## src/rtl/pitch_detect.sv

```systemverilog
// Rising-zero-crossing pitch detector: hysteresis FSM, averaged period over a
// window of 2^AVG_LOG2 periods, nearest-note lookup and no-signal timeout.
module pitch_detect #(
  parameter logic [23:0] HYST       = 24'd4096,
  parameter int          AVG_LOG2   = 2,
  parameter int          MIN_PERIOD = 20,
  parameter int          MAX_PERIOD = 1023
) (
  input  logic        clk,
  input  logic        reset,
  input  logic        sample_en,
  input  logic [23:0] sample_in,
  output logic [15:0] period,
  output logic [2:0]  note,
  output logic        valid,
  output logic        no_signal
);

  localparam logic [0:0] ST_ARM  = 1'b0;
  localparam logic [0:0] ST_TRIG = 1'b1;

  localparam logic signed [24:0] POS_TH = $signed({1'b0, HYST});
  localparam logic signed [24:0] NEG_TH = -$signed({1'b0, HYST});
  localparam logic [15:0] CNT_MAX = 16'(MAX_PERIOD);
  localparam logic [15:0] P_MIN   = 16'(MIN_PERIOD);
  localparam logic [AVG_LOG2:0] K_LAST = {(AVG_LOG2+1){1'b1}} >> 1;

  logic [0:0]        state;
  logic [15:0]       cnt;
  logic [17:0]       acc;
  logic [AVG_LOG2:0] k;
  logic              have_ref;

  logic signed [24:0] samp;
  logic               arm_hit;
  logic               trig_hit;
  logic               crossing;
  logic [15:0]        p;
  logic [17:0]        acc_sum;
  logic [17:0]        avg;

  assign samp     = $signed({sample_in[23], sample_in});
  assign arm_hit  = samp < NEG_TH;
  assign trig_hit = samp >= POS_TH;
  assign crossing = (state == ST_TRIG) && trig_hit;
  assign p        = cnt + 16'd1;
  assign acc_sum  = acc + {2'b00, p};
  assign avg      = acc_sum >> AVG_LOG2;

  // Thresholds sit halfway between adjacent note periods at 48 kHz.
  function automatic logic [2:0] note_of(input logic [17:0] a);
    if      (a >= 18'd173) note_of = 3'd0;
    else if (a >= 18'd154) note_of = 3'd1;
    else if (a >= 18'd141) note_of = 3'd2;
    else if (a >= 18'd130) note_of = 3'd3;
    else if (a >= 18'd116) note_of = 3'd4;
    else if (a >= 18'd103) note_of = 3'd5;
    else if (a >= 18'd94)  note_of = 3'd6;
    else                   note_of = 3'd7;
  endfunction

  always_ff @(posedge clk) begin
    if (reset) begin
      state     <= ST_ARM;
      cnt       <= '0;
      acc       <= '0;
      k         <= '0;
      have_ref  <= 1'b0;
      period    <= '0;
      note      <= '0;
      valid     <= 1'b0;
      no_signal <= 1'b1;
    end else begin
      valid <= 1'b0;
      if (sample_en) begin
        if (crossing) begin
          state <= ST_ARM;
          cnt   <= '0;
          if (!have_ref) begin
            have_ref <= 1'b1;
          end else if (p < P_MIN) begin
            acc <= '0;
            k   <= '0;
          end else if (k == K_LAST) begin
            period    <= avg[15:0];
            note      <= note_of(avg);
            valid     <= 1'b1;
            no_signal <= 1'b0;
            acc       <= '0;
            k         <= '0;
          end else begin
            acc <= acc_sum;
            k   <= k + 1'b1;
          end
        end else begin
          if (state == ST_ARM && arm_hit) state <= ST_TRIG;
          // Timeout fires only on the step into saturation so a silent input
          // does not keep forcing the FSM back to ARM on every sample.
          if (cnt != CNT_MAX) begin
            cnt <= p;
            if (p == CNT_MAX) begin
              no_signal <= 1'b1;
              have_ref  <= 1'b0;
              acc       <= '0;
              k         <= '0;
              state     <= ST_ARM;
            end
          end
        end
      end
    end
  end

endmodule

```

## config.mk

```make
export PLATFORM = sky130hd
export DESIGN_NAME = pitch_detect
export DESIGN_NICKNAME = d
export VERILOG_FILES = /design/src/rtl/pitch_detect.sv
export SDC_FILE = /design/constraint.sdc
export NUM_CORES = 1
export LEC_CHECK = 0
export CORE_ASPECT_RATIO = 1.4
export CORE_MARGIN = 2
export CORE_UTILIZATION = 50
export CTS_CLUSTER_SIZE = 25
export DETAILED_ROUTE_END_ITERATION = 10
export PLACE_DENSITY_LB_ADDON = 0.2
export REMOVE_ABC_BUFFERS = 1
export SETUP_SLACK_MARGIN = 0.2
export SLEW_MARGIN = 25
export SYNTH_ARGS = -nofsm -noshare
export SYNTH_HDL_FRONTEND = slang
export SYNTH_SLANG_ARGS = --single-unit
```

## constraint.sdc

```tcl
create_clock -name clk -period 5.3 [get_ports clk]
set_input_delay 0.53 -clock clk [delete_from_list [all_inputs] [get_ports clk]]
set_output_delay 0.53 -clock clk [all_outputs]
set_load 0.1 [all_outputs]
```

==> impl_results.md <==
* Area added between synthesis and finish at 13.1%
* Crit path arrival time at 4.53 ns
* Hold Path Origin: note[0]
* Synth top area share at 0.296
* H-tree levels at 3
* Worst-path clk slew at 0.06 ns
* Critical Path Start Type: flip-flop
* CP Max Fanout at 12
* Share of layout cells above drive strength 1 at 0.0706
* Top cells by area, synth: dfxtp_1, ha_1, a21oi_1
* R2R Path Start: cnt[0]
* Critical path class: reg2reg
* Placed instance count at 608
* Final GP Congestion at 0.890
* Post-synth EDFFs at 0
* R2R Setup Slk at 1.04 ns
* Ys async rst share at 0
* Wire length per cell at 15.2 µm
* Antenna Violating Nets Remaining at 0
* Setup Viol. Count Final at 0
* Worst Tran Pin Value at 0.969 ns
* Leakage power figure at ~0.0018 µW
* Reg-to-Reg End: note[2]
* Pre-antenna DRT Iters at 5
* Period utilization at 0.804
* Tot GR Track Use at 0.227
* Setup TNS at 0 ns
* Ant diodes at 0
* I/O pin total at 48
* WP buf/inv at 0
* Largest net degree at the start of global routing at 28
* Slew HR at 0.352
* Die area at 8860 µm²
* Core area at about 7800 µm²
* Worst Hold Class: reg2reg
* Clock Power Share at 0.418
* Status: completed
* Worst path depth at 13
* Flop and latch count out of synthesis at 60
* Final Hold Vio Count at 0
* Delay-heaviest family, CP: compound AO/OA/AOI/OAI gates
* Final core utilization at 0.589
* Vias per cell at between 5 and 6
* # Post-CTS Setup Buffers at 0
* Mean Syn Cell Area at between 8 and 9 µm²
* Hold Path End: note[0]
* Cts repair resizes at 0
* Initial Utilization at 0.520
* PwrDens at 188 nW/µm²
* Worst R2R Path Depth at 13
* Count leader, synth: dfxtp_1
* CTS sink cnt at 60
* Clk Latency, worst-skew pair at 0.35 ns
* Peak supply drop at ~0.12 mV
* Slew Limit Fails at 0
* Critical path's slowest cell: nor3_1
* Global-route wire length before repair at 16300 µm
* Crit-path max cell delay at 0.52 ns
* Flop pwr share at 0.528
* Via count at ~3700
* Remaining global-route overflow at 0
* Sequential share of the synthesized area at 0.296
* Hold Buf Count CTS at 0
* Top_reg_cell synth: dfxtp_1
* Cell Area, Synth at 4060 µm²
* Internal at 653 µW
* Maximum clock rate at 0.235 GHz
* Synth warn at 0
* Site Rows at 38
* Max-cap viol count at 0
* Most instantiated cells after synthesis: dfxtp_1, nor2_1, a21oi_1, nand2_1, clkbuf_1
* Post-Syn Instances at 502
* CTS tree: yes
* Netlist cell types at 67
* Clk root buf: clkbuf_8
* Final min period at 4.26 ns
* DRC at 0
* RSZ-0062 raised after global routing: no
* Port Buf Inserts at 35
* Final Net Count at 567
* Layout Skew at slightly below 0.008 ns
* Final Non-Filler Cells at roughly 620
* Antenna violations before repair at 0
* Hold-critical path depth at 2
* Die Y at 111 µm
* Hpwl dp at 7040 µm
* Die width at ~80 µm
* Total CTS buffers at 9
* Vias in the first global route at 3571
* Switching pwr at 209 µW
* Comb power frac at 0.054
* Switch share at 0.243
* 1st-iter DRT viols at 193
* Area leader, netlist: dfxtp_1
* CP Cell Sequence: ha_1, nand3_1, nor3_1, xor2_1, ha_1, a21oi_1, o21ai_0, o311ai_0, a211oi_1, xnor2_1, nor4b_1, nand4_1, o21ai_1
* Req. time, crit path at 5.57 ns
* Most frequent CP cell: ha_1
* Worst hold slack at 0.451 ns
* Routed WL at 9500 µm
* CP endpoint kind: flip-flop
* Maximum root-to-sink buffer count at 2
==> cell type report <==
| type | instances | area, µm² |
|---|---|---|
| inverter | 8 | 30.0 |
| timing repair buffer | 39 | 380 |
| multi-input combinational | 401 | 2690 |
| fill | 737 | 3210 |
| clock inverter | 2 | 10.0 |
| tap | 100 | 125 |
| clock buffer | 14 | 153 |
| sequential | 60 | 1200 |
==> flip-flops by register name, indices dropped and copies added, names as in the netlist <==
signal,count
cnt,16
have_ref,1
no_signal,1
valid,1
state,1
acc,18
k,3
note,3
period,16
==> cell usage in the layout (no fill, tap or decap), types with 9 or more instances in the layout <==
cell,n
a211oi_1,9
a21oi_1,44
a22o_1,13
clkbuf_8,10
clkdlybuf4s50_1,35
dfxtp_1,60
ha_1,20
mux2i_1,15
nand2_1,36
nand3_1,15
nand4_1,9
nor2_1,58
nor3_1,14
o21ai_0,19
o21ai_1,10
xnor2_1,16
xor2_1,16
==> layer usage <==
metal | track usage | wire length (µm)
met3 | 0.0400 | 360
met4 | 0.0972 | 252
met1 | 0.266 | 4080
met5 | 0 | 0
met2 | 0.397 | 4810
==> power by group through the flow <==
stage / clock network (µW) / logic, µW / registers [µW]
6_report: 361 / 46.4 / 455
5_1_grt: 390 / 51.8 / 456
4_1_cts: 369 / 46.9 / 455
3_5_place_dp: 0 / 46.7 / 466
3_3_place_gp: 0 / 45.6 / 465
2_1_floorplan: 0 / 20.6 / 465
==> how the worst max path moves through the flow <==
stage,startpoint,slack [ns],end
after floorplan,sample_in[19],1.94,acc[17]
after global placement,cnt[0],1.20,note[1]
after detailed placement,cnt[0],1.10,note[2]
after CTS,cnt[0],1.08,note[2]
after global routing,cnt[0],0.60,note[0]
final,cnt[0],1.04,note[2]
==> worst min-delay path: stages, from the launching register on <==
cell,delay (ns)
dfxtp_1,0.31
nand2_1,0.05
o21ai_1,0.05
==> metrics by stage <==
stage	power, µW	setup WS, ns	area (µm²)
after floorplan	486	1.94	3910
after global placement	511	1.20	4430
after detailed placement	512	1.10	4430
after CTS	872	1.08	4590
after global routing	898	0.600	4590
final	863	1.04	4590
==> kinds of logic after synthesis <==
family,Yosys count,synth area share
and+or+nand+nor,191,0.243
adders and majority gates,21,0.0666
AOI/OAI and AO/OA,142,0.243
DFF,60,0.296
buffers and inverters,41,0.0450
xor gates and xnor gates,32,0.0691
muxes,15,0.0370
(Power assumes the default switching activity.)
